--- config.mk ---
export PLATFORM = sky130hd
export DESIGN_NAME = lbm_stream_engine_flat
export DESIGN_NICKNAME = d
export VERILOG_FILES = /design/src/rtl/lbm_stream_if.sv /design/src/rtl/lbm_stream_engine.sv /design/src/flat_wrapper.sv
export SDC_FILE = /design/constraint.sdc
export NUM_CORES = 1
export LEC_CHECK = 0
export BUFFER_PORTS_ARGS = -buffer_cell sky130_fd_sc_hd__buf_4
export CAP_MARGIN = 40
export CORE_AREA = 2 2 181 183
export DETAILED_ROUTE_END_ITERATION = 7
export DIE_AREA = 0 0 183 185
export GPL_ROUTABILITY_DRIVEN = 0
export PLACE_DENSITY_LB_ADDON = 0.12
export SETUP_SLACK_MARGIN = 0.05
export SLEW_MARGIN = 0
export SYNTH_ARGS = -nofsm -noshare
export SYNTH_HDL_FRONTEND = slang
export SYNTH_SLANG_ARGS = --single-unit
--- constraint.sdc ---
create_clock -name clk -period 4.8 [get_ports clk]
set_clock_uncertainty 0.05 [all_clocks]
set_input_delay 1.44 -clock clk [delete_from_list [all_inputs] [get_ports clk]]
set_output_delay 1.44 -clock clk [all_outputs]
set_load 0.01 [all_outputs]
--- src/rtl/lbm_stream_if.sv ---
// lbm_stream_if
//   Bundles the control and RAM-side signals of the LBM streaming engine.
//   master : the engine (drives busy/done/cur_bank and the RAM read/write buses)
//   slave  : the solver top / RAM side (drives en, start and rd_data)
//   Per-direction buses are flat vectors; direction d occupies [d*AW +: AW]
//   or [d*DW +: DW], with d = 0..8 ordered C0, N, NE, E, SE, S, SW, W, NW.
interface lbm_stream_if #(
  parameter int AW = 9,
  parameter int DW = 16
);
  logic            en;
  logic            start;
  logic            busy;
  logic            done;
  logic            cur_bank;
  logic [9*AW-1:0] rd_addr;
  logic [9*DW-1:0] rd_data;
  logic [9*AW-1:0] wr_addr;
  logic [9*DW-1:0] wr_data;
  logic [8:0]      wr_en;

  modport master (
    input  en, start, rd_data,
    output busy, done, cur_bank, rd_addr, wr_addr, wr_data, wr_en
  );

  modport slave (
    output en, start, rd_data,
    input  busy, done, cur_bank, rd_addr, wr_addr, wr_data, wr_en
  );
endinterface

--- src/rtl/lbm_stream_engine.sv ---
// lbm_stream_engine
//   Streaming step of the LBM solver. Sweeps the grid one destination cell
//   per cycle, pull-reads all nine directions from their upstream neighbours
//   in the source bank (cur_bank) and writes them to the same cell in the
//   destination bank (~cur_bank). Banks swap after each completed sweep.
// Ports:
//   clk, rst   : clock, synchronous active-high reset
//   bus        : lbm_stream_if master (en/start in, busy/done/cur_bank out,
//                per-direction read/write RAM buses)
//   dbg_state  : current FSM state (IDLE=0, SWEEP=1, DRAIN=2, DONE=3)
// Control semantics: start is a request sampled only in IDLE; a sweep
//   then runs to completion. en is a per-cycle issue qualifier during SWEEP:
//   a read is issued in a cycle only when en=1 in that cycle; the write for
//   that read follows one cycle later regardless of en.
module lbm_stream_engine #(
  parameter int GRID_W     = 16,
  parameter int GRID_H     = 16,
  parameter int DATA_WIDTH = 16,
  parameter int ADDR_WIDTH = 9
) (
  input  logic         clk,
  input  logic         rst,
  lbm_stream_if.master bus,
  output logic [1:0]   dbg_state
);
  localparam int NCELL = GRID_W * GRID_H;
  localparam int XW    = (GRID_W > 1) ? $clog2(GRID_W) : 1;
  localparam int YW    = (GRID_H > 1) ? $clog2(GRID_H) : 1;
  localparam int IW    = (NCELL > 1) ? $clog2(NCELL) : 1;
  localparam int AW    = ADDR_WIDTH;

  // Direction offsets, y increasing northward: C0 N NE E SE S SW W NW
  localparam int CX [9] = '{0, 0, 1, 1, 1, 0, -1, -1, -1};
  localparam int CY [9] = '{0, 1, 1, 0, -1, -1, -1, 0, 1};

  typedef enum logic [1:0] {
    S_IDLE  = 2'd0,
    S_SWEEP = 2'd1,
    S_DRAIN = 2'd2,
    S_DONE  = 2'd3
  } state_t;

  state_t          state_q, state_d;
  logic [XW-1:0]   x_q, x_d;
  logic [YW-1:0]   y_q, y_d;
  logic            cur_bank_q, cur_bank_d;
  logic            pend_valid_q, pend_valid_d;
  logic [IW-1:0]   pend_idx_q, pend_idx_d;
  logic [9*AW-1:0] rd_addr_q, rd_addr_d;
  logic            issue;

  // Control FSM and sweep counters
  always_comb begin
    state_d      = state_q;
    x_d          = x_q;
    y_d          = y_q;
    cur_bank_d   = cur_bank_q;
    pend_valid_d = 1'b0;
    pend_idx_d   = pend_idx_q;
    issue        = 1'b0;
    case (state_q)
      S_IDLE: begin
        if (bus.start) begin
          state_d = S_SWEEP;
          x_d     = '0;
          y_d     = '0;
        end
      end
      S_SWEEP: begin
        if (bus.en) begin
          issue        = 1'b1;
          pend_valid_d = 1'b1;
          pend_idx_d   = IW'(int'(y_q) * GRID_W + int'(x_q));
          if (x_q == XW'(GRID_W - 1)) begin
            x_d = '0;
            if (y_q == YW'(GRID_H - 1)) begin
              y_d     = '0;
              state_d = S_DRAIN;
            end else begin
              y_d = y_q + 1'b1;
            end
          end else begin
            x_d = x_q + 1'b1;
          end
        end
      end
      S_DRAIN: state_d = S_DONE;
      S_DONE: begin
        cur_bank_d = ~cur_bank_q;
        state_d    = S_IDLE;
      end
      default: state_d = S_IDLE;
    endcase
  end

  // Upstream (pull) read addresses with periodic wrap. When nothing is
  // issued the previous address is held so the RAM inputs stay quiet.
  always_comb begin
    int            sx;
    int            sy;
    logic [AW-1:0] a;
    sx        = 0;
    sy        = 0;
    a         = '0;
    rd_addr_d = rd_addr_q;
    if (issue) begin
      for (int d = 0; d < 9; d++) begin
        sx = int'(x_q) - CX[d];
        sy = int'(y_q) - CY[d];
        if (sx < 0) sx = sx + GRID_W;
        else if (sx >= GRID_W) sx = sx - GRID_W;
        if (sy < 0) sy = sy + GRID_H;
        else if (sy >= GRID_H) sy = sy - GRID_H;
        a          = '0;
        a[IW-1:0]  = IW'(sy * GRID_W + sx);
        a[AW-1]    = cur_bank_q;
        rd_addr_d[d*AW +: AW] = a;
      end
    end
  end

  // Write stage: the data returned for last cycle's reads goes straight to
  // the destination bank. Outputs are zeroed when no write is pending.
  always_comb begin
    logic [AW-1:0] wa;
    wa         = '0;
    wa[IW-1:0] = pend_idx_q;
    wa[AW-1]   = ~cur_bank_q;
    bus.wr_en   = {9{pend_valid_q}};
    bus.wr_addr = pend_valid_q ? {9{wa}} : '0;
    bus.wr_data = pend_valid_q ? bus.rd_data : '0;
  end

  always_ff @(posedge clk) begin
    if (rst) begin
      state_q      <= S_IDLE;
      x_q          <= '0;
      y_q          <= '0;
      cur_bank_q   <= 1'b0;
      pend_valid_q <= 1'b0;
      pend_idx_q   <= '0;
      rd_addr_q    <= '0;
    end else begin
      state_q      <= state_d;
      x_q          <= x_d;
      y_q          <= y_d;
      cur_bank_q   <= cur_bank_d;
      pend_valid_q <= pend_valid_d;
      pend_idx_q   <= pend_idx_d;
      rd_addr_q    <= rd_addr_d;
    end
  end

  assign bus.rd_addr  = rd_addr_d;
  assign bus.busy     = (state_q == S_SWEEP) || (state_q == S_DRAIN);
  assign bus.done     = (state_q == S_DONE);
  assign bus.cur_bank = cur_bank_q;
  assign dbg_state    = state_q;
endmodule

--- src/flat_wrapper.sv ---
// flat-port wrapper written by rule: the top's interface ports become plain ports
module lbm_stream_engine_flat 
#(
  parameter int GRID_W     = 16,
  parameter int GRID_H     = 16,
  parameter int DATA_WIDTH = 16,
  parameter int ADDR_WIDTH = 9
)
  (clk, rst, dbg_state, bus_en, bus_start, bus_rd_data, bus_busy, bus_done, bus_cur_bank, bus_rd_addr, bus_wr_addr, bus_wr_data, bus_wr_en);
  lbm_stream_if #(.AW((9)), .DW((16))) bus_i ();
  input  logic clk;
  input  logic rst;
  output logic [1:0] dbg_state;
  input wire logic [$bits(bus_i.en)-1:0] bus_en;
  input wire logic [$bits(bus_i.start)-1:0] bus_start;
  input wire logic [$bits(bus_i.rd_data)-1:0] bus_rd_data;
  output wire logic [$bits(bus_i.busy)-1:0] bus_busy;
  output wire logic [$bits(bus_i.done)-1:0] bus_done;
  output wire logic [$bits(bus_i.cur_bank)-1:0] bus_cur_bank;
  output wire logic [$bits(bus_i.rd_addr)-1:0] bus_rd_addr;
  output wire logic [$bits(bus_i.wr_addr)-1:0] bus_wr_addr;
  output wire logic [$bits(bus_i.wr_data)-1:0] bus_wr_data;
  output wire logic [$bits(bus_i.wr_en)-1:0] bus_wr_en;
  assign bus_i.en = bus_en;
  assign bus_i.start = bus_start;
  assign bus_i.rd_data = bus_rd_data;
  assign bus_busy = bus_i.busy;
  assign bus_done = bus_i.done;
  assign bus_cur_bank = bus_i.cur_bank;
  assign bus_rd_addr = bus_i.rd_addr;
  assign bus_wr_addr = bus_i.wr_addr;
  assign bus_wr_data = bus_i.wr_data;
  assign bus_wr_en = bus_i.wr_en;
  lbm_stream_engine #(.GRID_W(GRID_W), .GRID_H(GRID_H), .DATA_WIDTH(DATA_WIDTH), .ADDR_WIDTH(ADDR_WIDTH)) u_core (.clk(clk), .rst(rst), .bus(bus_i), .dbg_state(dbg_state));
endmodule
==> summary.txt, run 1 <==
Outcome
  • Status: completed

Finish
  • Fin nets: 1,245
  • Post-route cell area: 0.00972 mm^2
  • Area grow syn2layout: 59.7%
  • Share of layout cells above drive strength 1: 0.478

CTS
  • Root buf cell: clkbuf_16
  • CTS sink cnt: 101
  • TritonCTS buffer count: 9
  • CTS Hold Bufs: 0
  • CTS tree: done
  • # H-tree levels: 3
  • Resized cells post-CTS: 0
  • CTS clock-pin slew for the worst setup and hold paths: 0.07 ns
  • Worst-Skew Late Latency: 0.35 ns
  • Deepest clock path buffer count: 2
  • Post-CTS Setup Inserts: 0

Global routing
  • Largest net degree at the start of global routing: 81
  • Initial antenna violation count: 9
  • Vias in the first global route: 5,694
  • Global-route wire length before repair: 44.6 mm
  • Total congestion overflow: 0
  • Tot GR Track Use: 0.190

Worst setup path
  • Critical path data required time: 3.31 ns
  • Worst reg2reg setup slack: 2.06 ns
  • Setup Crit Path Kind: register to primary output
  • Worst Setup End Kind: primary output
  • CP Max Fanout: 11
  • Reg2Reg Launch Point: u_core.x_q[0]
  • Worst r2r dst: u_core.rd_addr_q[79]
  • Worst R2R Path Depth: 9
  • Crit path launch type: register
  • Arr. time, crit path: 3.05 ns

Detailed routing
  • Number of DRC markers in iteration 0: 275
  • Drt wl/cell: 22.5 um
  • Drt pass-1 iters: 4
  • Via count: 6,033
  • DRT antenna net count: 0
  • Post-route DRC violation count: 0
  • Vias per std cell: 4.03
  • Total Wirelength: 33.7 mm

Timing
  • Final Hold Viols: 0
  • Setup violations, final: 0
  • Worst-Margin Slew: 0.776 ns
  • Max Slew Vio Count: 0
  • Period minus WS final: 4.54 ns
  • RSZ-0062 raised after global routing: no
  • Post-route clock period utilization: 0.946
  • Total negative slack: 0 ns
  • Max transition margin: 0.483
  • Maximum clock frequency: 220 MHz

Logic synthesis
  • Main flop type after synthesis: dfxtp_1
  • Post-synth ARST share: 0
  • Avg Cell Area, Syn: 8.43 um^2
  • Synthesis Warnings: 0
  • Syn Nets: 885
  • Synthesized cell area: 0.00609 mm^2
  • Synth Instances: 722
  • Sequential area share after synthesis: 0.332
  • Post-synth EDFFs: 0
  • Synth Register Bits: 101
  • Distinct cell type count after synthesis: 53

Floorplanning
  • Core footprint: 0.0320 mm^2
  • Die H: 185 um
  • Die area: 0.0339 mm^2
  • Die width: 183 um
  • FP Rows: 66
  • Starting Density: 0.190
  • IO Pins: 468

Pwr
  • Leakage: 5.29 nW
  • Power Density: 337 mW/mm^2
  • Clock power share: 0.247
  • Sequential share of power: 0.303
  • Sw Pwr: 1.17 mW
  • Combinational share of power: 0.450
  • Maximum vdd drop: 207 uV
  • Switching share of total power: 0.357
  • Internal: 2.11 mW

Flow run
  • Max Cap Viol: 0

Worst hold path
  • Worst Hold Launch: u_core.rd_addr_q[57]
  • Worst Hold Class: register to register
  • Hold Path Sink: u_core.rd_addr_q[57]
  • Hold Crit Depth: 2

Place
  • DP Wirelength: 28.1 mm
  • Cell Area, Placed: 0.00939 mm^2
  • Port Buffers: 467
-- critical path, stage by stage, from the launching register on --
cell and delay, ns:
dfxtp_1 0.45, ha_1 0.32, nand3_4 0.15, inv_2 0.11, ha_1 0.40, ha_1 0.34, nand3b_1 0.09, a21oi_1 0.08
or3_4 0.41, a31oi_1 0.18, buf_4 0.15
-- cell usage in the layout (no fill, tap or decap), types with 2 or more instances in the layout --
master	n
inv_1	9
nor2_1	33
clkinvlp_4	2
or4_4	3
a21oi_1	25
a21o_1	59
clkbuf_16	9
and3_1	9
a311oi_2	2
diode_2	2
o31ai_1	3
buf_4	479
nand3b_1	2
nand4b_1	2
nand2b_1	2
a21oi_2	4
nor3_2	2
a31oi_1	2
bufinv_16	2
o21ai_1	3
ha_1	15
xor2_1	5
and2_1	154
nand3_1	6
and2b_1	3
nor2b_1	73
o21a_1	11
nor3_1	3
dfxtp_1	100
nand2_1	24
inv_2	2
xnor2_1	7
o21ai_0	5
-- per-stage QoR --
stage / setup WS [ns] / util / power, mW / std cells / hold WS (ns)
3_5_place_dp: 0.654 / 0.293 / 2.51 / 1479 / 0.406
3_3_place_gp: 0.665 / 0.292 / 2.52 / 1478 / 0.405
6_report: 0.261 / 0.303 / 3.28 / 1497 / 0.415
4_1_cts: 0.247 / 0.303 / 3.35 / 1495 / 0.415
2_1_floorplan: 0.951 / - / 1.78 / 722 / 0.394
5_1_grt: 0.0802 / 0.303 / 3.49 / 1495 / 0.431
-- flip-flops by register name, summed over array words and instances (netlist names) --
name,count
u_core.bus.cur_bank,1
u_core.dbg_state,2
u_core.pend_idx_q,8
u_core.pend_valid_q,1
u_core.rd_addr_q,81
u_core.x_q,4
u_core.y_q,4
-- synthesized netlist by cell type (4+ instances only) --
library cell	instances	share of area
buf_2	14	0.012
xnor2_1	7	0.010
clkbuf_1	32	0.020
nand3_1	6	0.0049
buf_4	82	0.10
o21a_1	11	0.014
o21ai_0	5	0.0041
and3_1	9	0.0092
and2_1	154	0.16
dfxtp_1	101	0.33
xor2_1	5	0.0072
nand2_1	25	0.015
inv_1	9	0.0055
nor2b_1	73	0.075
a21o_1	59	0.073
ha_1	15	0.031
a21oi_1	25	0.021
nor2_1	33	0.020
a21oi_2	4	0.0058
-- power by group through the flow --
stage / Sequential (mW) / Combinational [mW] / Clock (mW)
floorplan: 0.988 / 0.788 / 0
global placement: 1.02 / 1.50 / 0
detailed placement: 1.01 / 1.50 / 0
CTS: 0.995 / 1.51 / 0.842
global route: 1.01 / 1.61 / 0.868
finish: 0.991 / 1.47 / 0.810
-- final cells by class --
class / instances / area (um^2)
diodes: 2 / 5.00
flip-flops and latches: 101 / 2030
well taps: 408 / 510
repair buffers: 480 / 3620
clock buffers: 10 / 229
inverters: 11 / 41.3
fillers: 3466 / 22300
multi-input cells: 479 / 3190
clock inverters: 6 / 95.1
-- how the worst max path moves through the flow --
stage,to,cells past startpoint,from
4_1_cts,bus_rd_addr[79],10,u_core.x_q[0]
2_1_floorplan,bus_rd_addr[70],9,u_core.x_q[0]
3_3_place_gp,bus_rd_addr[79],10,u_core.x_q[0]
5_1_grt,bus_rd_addr[79],10,u_core.x_q[0]
6_report,bus_rd_addr[79],10,u_core.x_q[0]
3_5_place_dp,bus_rd_addr[79],10,u_core.x_q[0]
-- cell families (layout without fill, tap and decap cells) --
kind of cell / after synthesis / count (layout) / synth area share
compound gates: 124 / 124 / 0.149
xor+xnor: 14 / 14 / 0.0236
fa+ha+maj: 15 / 15 / 0.0308
buf+inv: 142 / 507 / 0.145
flops: 101 / 101 / 0.332
other cells: 0 / 2 / 0
simple gates: 326 / 326 / 0.320
-- metal layers --
| layer | vias to the layer above | GRT usage | routed length [um] |
|---|---|---|---|
| met3 | 21 | 0.0651 | 3190 |
| met5 | - | 0 | 56 |
| li1 | 2967 | - | - |
| met4 | 8 | 0.0298 | 263 |
| met1 | 2807 | 0.249 | 15000 |
| met2 | 230 | 0.306 | 15300 |
Note: power is estimated with default switching activity, not from simulation.
==> inputs of run 2 (changes only) <==
==> constraint.sdc (replaced) <==
create_clock -name clk -period 3.8 [get_ports clk]
set_clock_uncertainty 0.05 [all_clocks]
set_input_delay 1.14 -clock clk [delete_from_list [all_inputs] [get_ports clk]]
set_output_delay 1.14 -clock clk [all_outputs]
set_load 0.01 [all_outputs]
==> run 2 against run 1 <==
  * Register-to-register slack lost 0.57 ns
  * Global-route usage grew 0.11 points
  * Cell area rose by 2.1%
  * Critical path depth up 1
  * Worst setup slack worse by 0.14 ns
  * Hold slack worse by 0.00090 ns
  * Clock-buffer cell count shrank 1
  * Die area stayed put
  * Wire length hardly changed
  * Critical endpoint is now bus_rd_addr[70]
  * Largest cell class unchanged
==> summary.txt, run 2 (synthesized netlist as in run 1, its figures left out) <==
Outcome
  • Status: completed

Worst setup path
  • CP Max Fanout: 5
  • Crit path launch type: register
  • Setup Crit Path Kind: register to primary output
  • Critical path data required time: 2.61 ns
  • Worst Setup End Kind: primary output
  • Arr. time, crit path: 2.49 ns

Floorplanning
  • FP Rows: 66
  • Die width: 183 um
  • Die H: 185 um
  • IO Pins: 468
  • Core footprint: 0.0320 mm^2
  • Die area: 0.0339 mm^2
  • Starting Density: 0.190

Global routing
  • Vias in the first global route: 5,824
  • Initial antenna violation count: 12
  • Largest net degree at the start of global routing: 65
  • Total congestion overflow: 0
  • Tot GR Track Use: 0.191
  • Global-route wire length before repair: 45.1 mm

Timing
  • Setup violations, final: 0
  • Maximum clock frequency: 272 MHz
  • RSZ-0062 raised after global routing: yes
  • Hold slack: 0.414 ns
  • Period minus WS final: 3.68 ns
  • Total negative slack: 0 ns
  • Post-route clock period utilization: 0.969
  • Fin worst setup slack: 0.120 ns
  • Worst-Margin Slew: 0.777 ns
  • Max transition margin: 0.482
  • Final Hold Viols: 0
  • Max Slew Vio Count: 0

Pwr
  • Internal: 2.58 mW
  • Combinational share of power: 0.475
  • Switching share of total power: 0.368
  • Sequential share of power: 0.304
  • Clock power share: 0.220
  • Sw Pwr: 1.50 mW
  • Power Density: 411 mW/mm^2
  • Leakage: 5.37 nW
  • Maximum vdd drop: 248 uV

Worst hold path
  • Worst Hold Class: register to register

CTS
  • TritonCTS buffer count: 9
  • Deepest clock path buffer count: 2
  • # H-tree levels: 3
  • CTS clock-pin slew for the worst setup and hold paths: 0.07 ns
  • Worst-Skew Late Latency: 0.35 ns
  • Root buf cell: clkbuf_16
  • CTS sink cnt: 101
  • CTS tree: done

Finish
  • Finished Layout Cells: 1,518
  • Commonest non-fill, non-tap cell in the layout: buf_4
  • Biggest regs: u_core.rd_addr_q x81, u_core.pend_idx_q x8
  • Area grow syn2layout: 63.0%
  • Most frequent cells in the layout: 496 x buf_4, 154 x and2_1, 97 x dfxtp_1
  • Filler cells: 3,503
  • Fin nets: 1,264
  • Reg with most FFs: u_core.rd_addr_q
  • Share of layout cells above drive strength 1: 0.499
  • Max reg flops: 81
  • Fin util: 0.310

Detailed routing
  • Via count: 6,150
  • DRT antenna net count: 0
  • Drt pass-1 iters: 4
  • Post-route DRC violation count: 0
  • Total Wirelength: 33.8 mm
  • Vias per std cell: 4.05
  • Number of DRC markers in iteration 0: 242
  • Drt wl/cell: 22.2 um

Place
  • Placed cell count: 1,492
  • Port Buffers: 467
  • Post-placement setup slack: 0.113 ns
  • DP Wirelength: 28.2 mm

Flow run
  • Max Cap Viol: 0
==> run 2: final timing paths <==
| kind | endpoint | cells past startpoint | slack, ns | start |
|---|---|---|---|---|
| setup reg to reg | u_core.rd_addr_q[70] | 11 | 1.49 | u_core.x_q[0] |
| hold / removal | u_core.rd_addr_q[68] | 2 | 0.41 | u_core.rd_addr_q[68] |
| hold reg to reg | u_core.rd_addr_q[68] | 2 | 0.41 | u_core.rd_addr_q[68] |
| setup / recovery | bus_rd_addr[70] | 11 | 0.12 | u_core.x_q[0] |
==> run 2: cell type report <==
type                            instances  area (um^2)  area share
Antenna cell                            5         12.5     0.00126
Clock buffer                            9          225      0.0227
Clock inverter                          6         52.6     0.00529
Inverter                               11         46.3     0.00466
Multi-Input combinational cell        479         3270       0.330
Sequential cell                       101         2030       0.204
Tap cell                              408          510      0.0514
Timing Repair Buffer                  499         3770       0.380
==> run 2: worst max-delay path: stages, from the launching register on <==
cell     delay (ns)
dfxtp_2        0.36
ha_4           0.16
nand3_4        0.12
inv_4          0.09
ha_4           0.20
inv_4          0.07
ha_4           0.14
a21o_2         0.13
a21oi_2        0.06
or4_4          0.50
a31oi_4        0.18
buf_6          0.13
==> run 2: layer usage <==
metal	GRT usage	wire length [um]	up-vias
met5	0	77	-
met4	0.0573	736	14
met3	0.0853	4090	39
met2	0.292	14700	250
met1	0.241	14200	2832
li1	-	-	3015
==> run 2: power groups by stage <==
stage	registers (mW)	logic, mW	clock network (mW)
2_1_floorplan	1.25	0.995	0
3_5_place_dp	1.27	1.95	0
4_1_cts	1.24	1.97	0.937
5_1_grt	1.26	2.11	0.982
3_3_place_gp	1.26	1.96	0
6_report	1.24	1.94	0.897
==> run 2: what timing repair did <==
item | CTS | global route
setup buffers | 3 | 3
hold buffers | 0 | 0
gates resized for setup | 12 | 7
endpoints found under the setup margin | 4 | 4
pin swaps | 3 | 2
==> run 2: metrics by stage <==
step                      instance area, um^2  power (mW)
after floorplan                          6090        2.24
after global placement                   9500        3.22
after CTS                                9860        4.15
after global routing                     9910        4.34
after detailed placement                 9500        3.21
final                                    9930        4.08
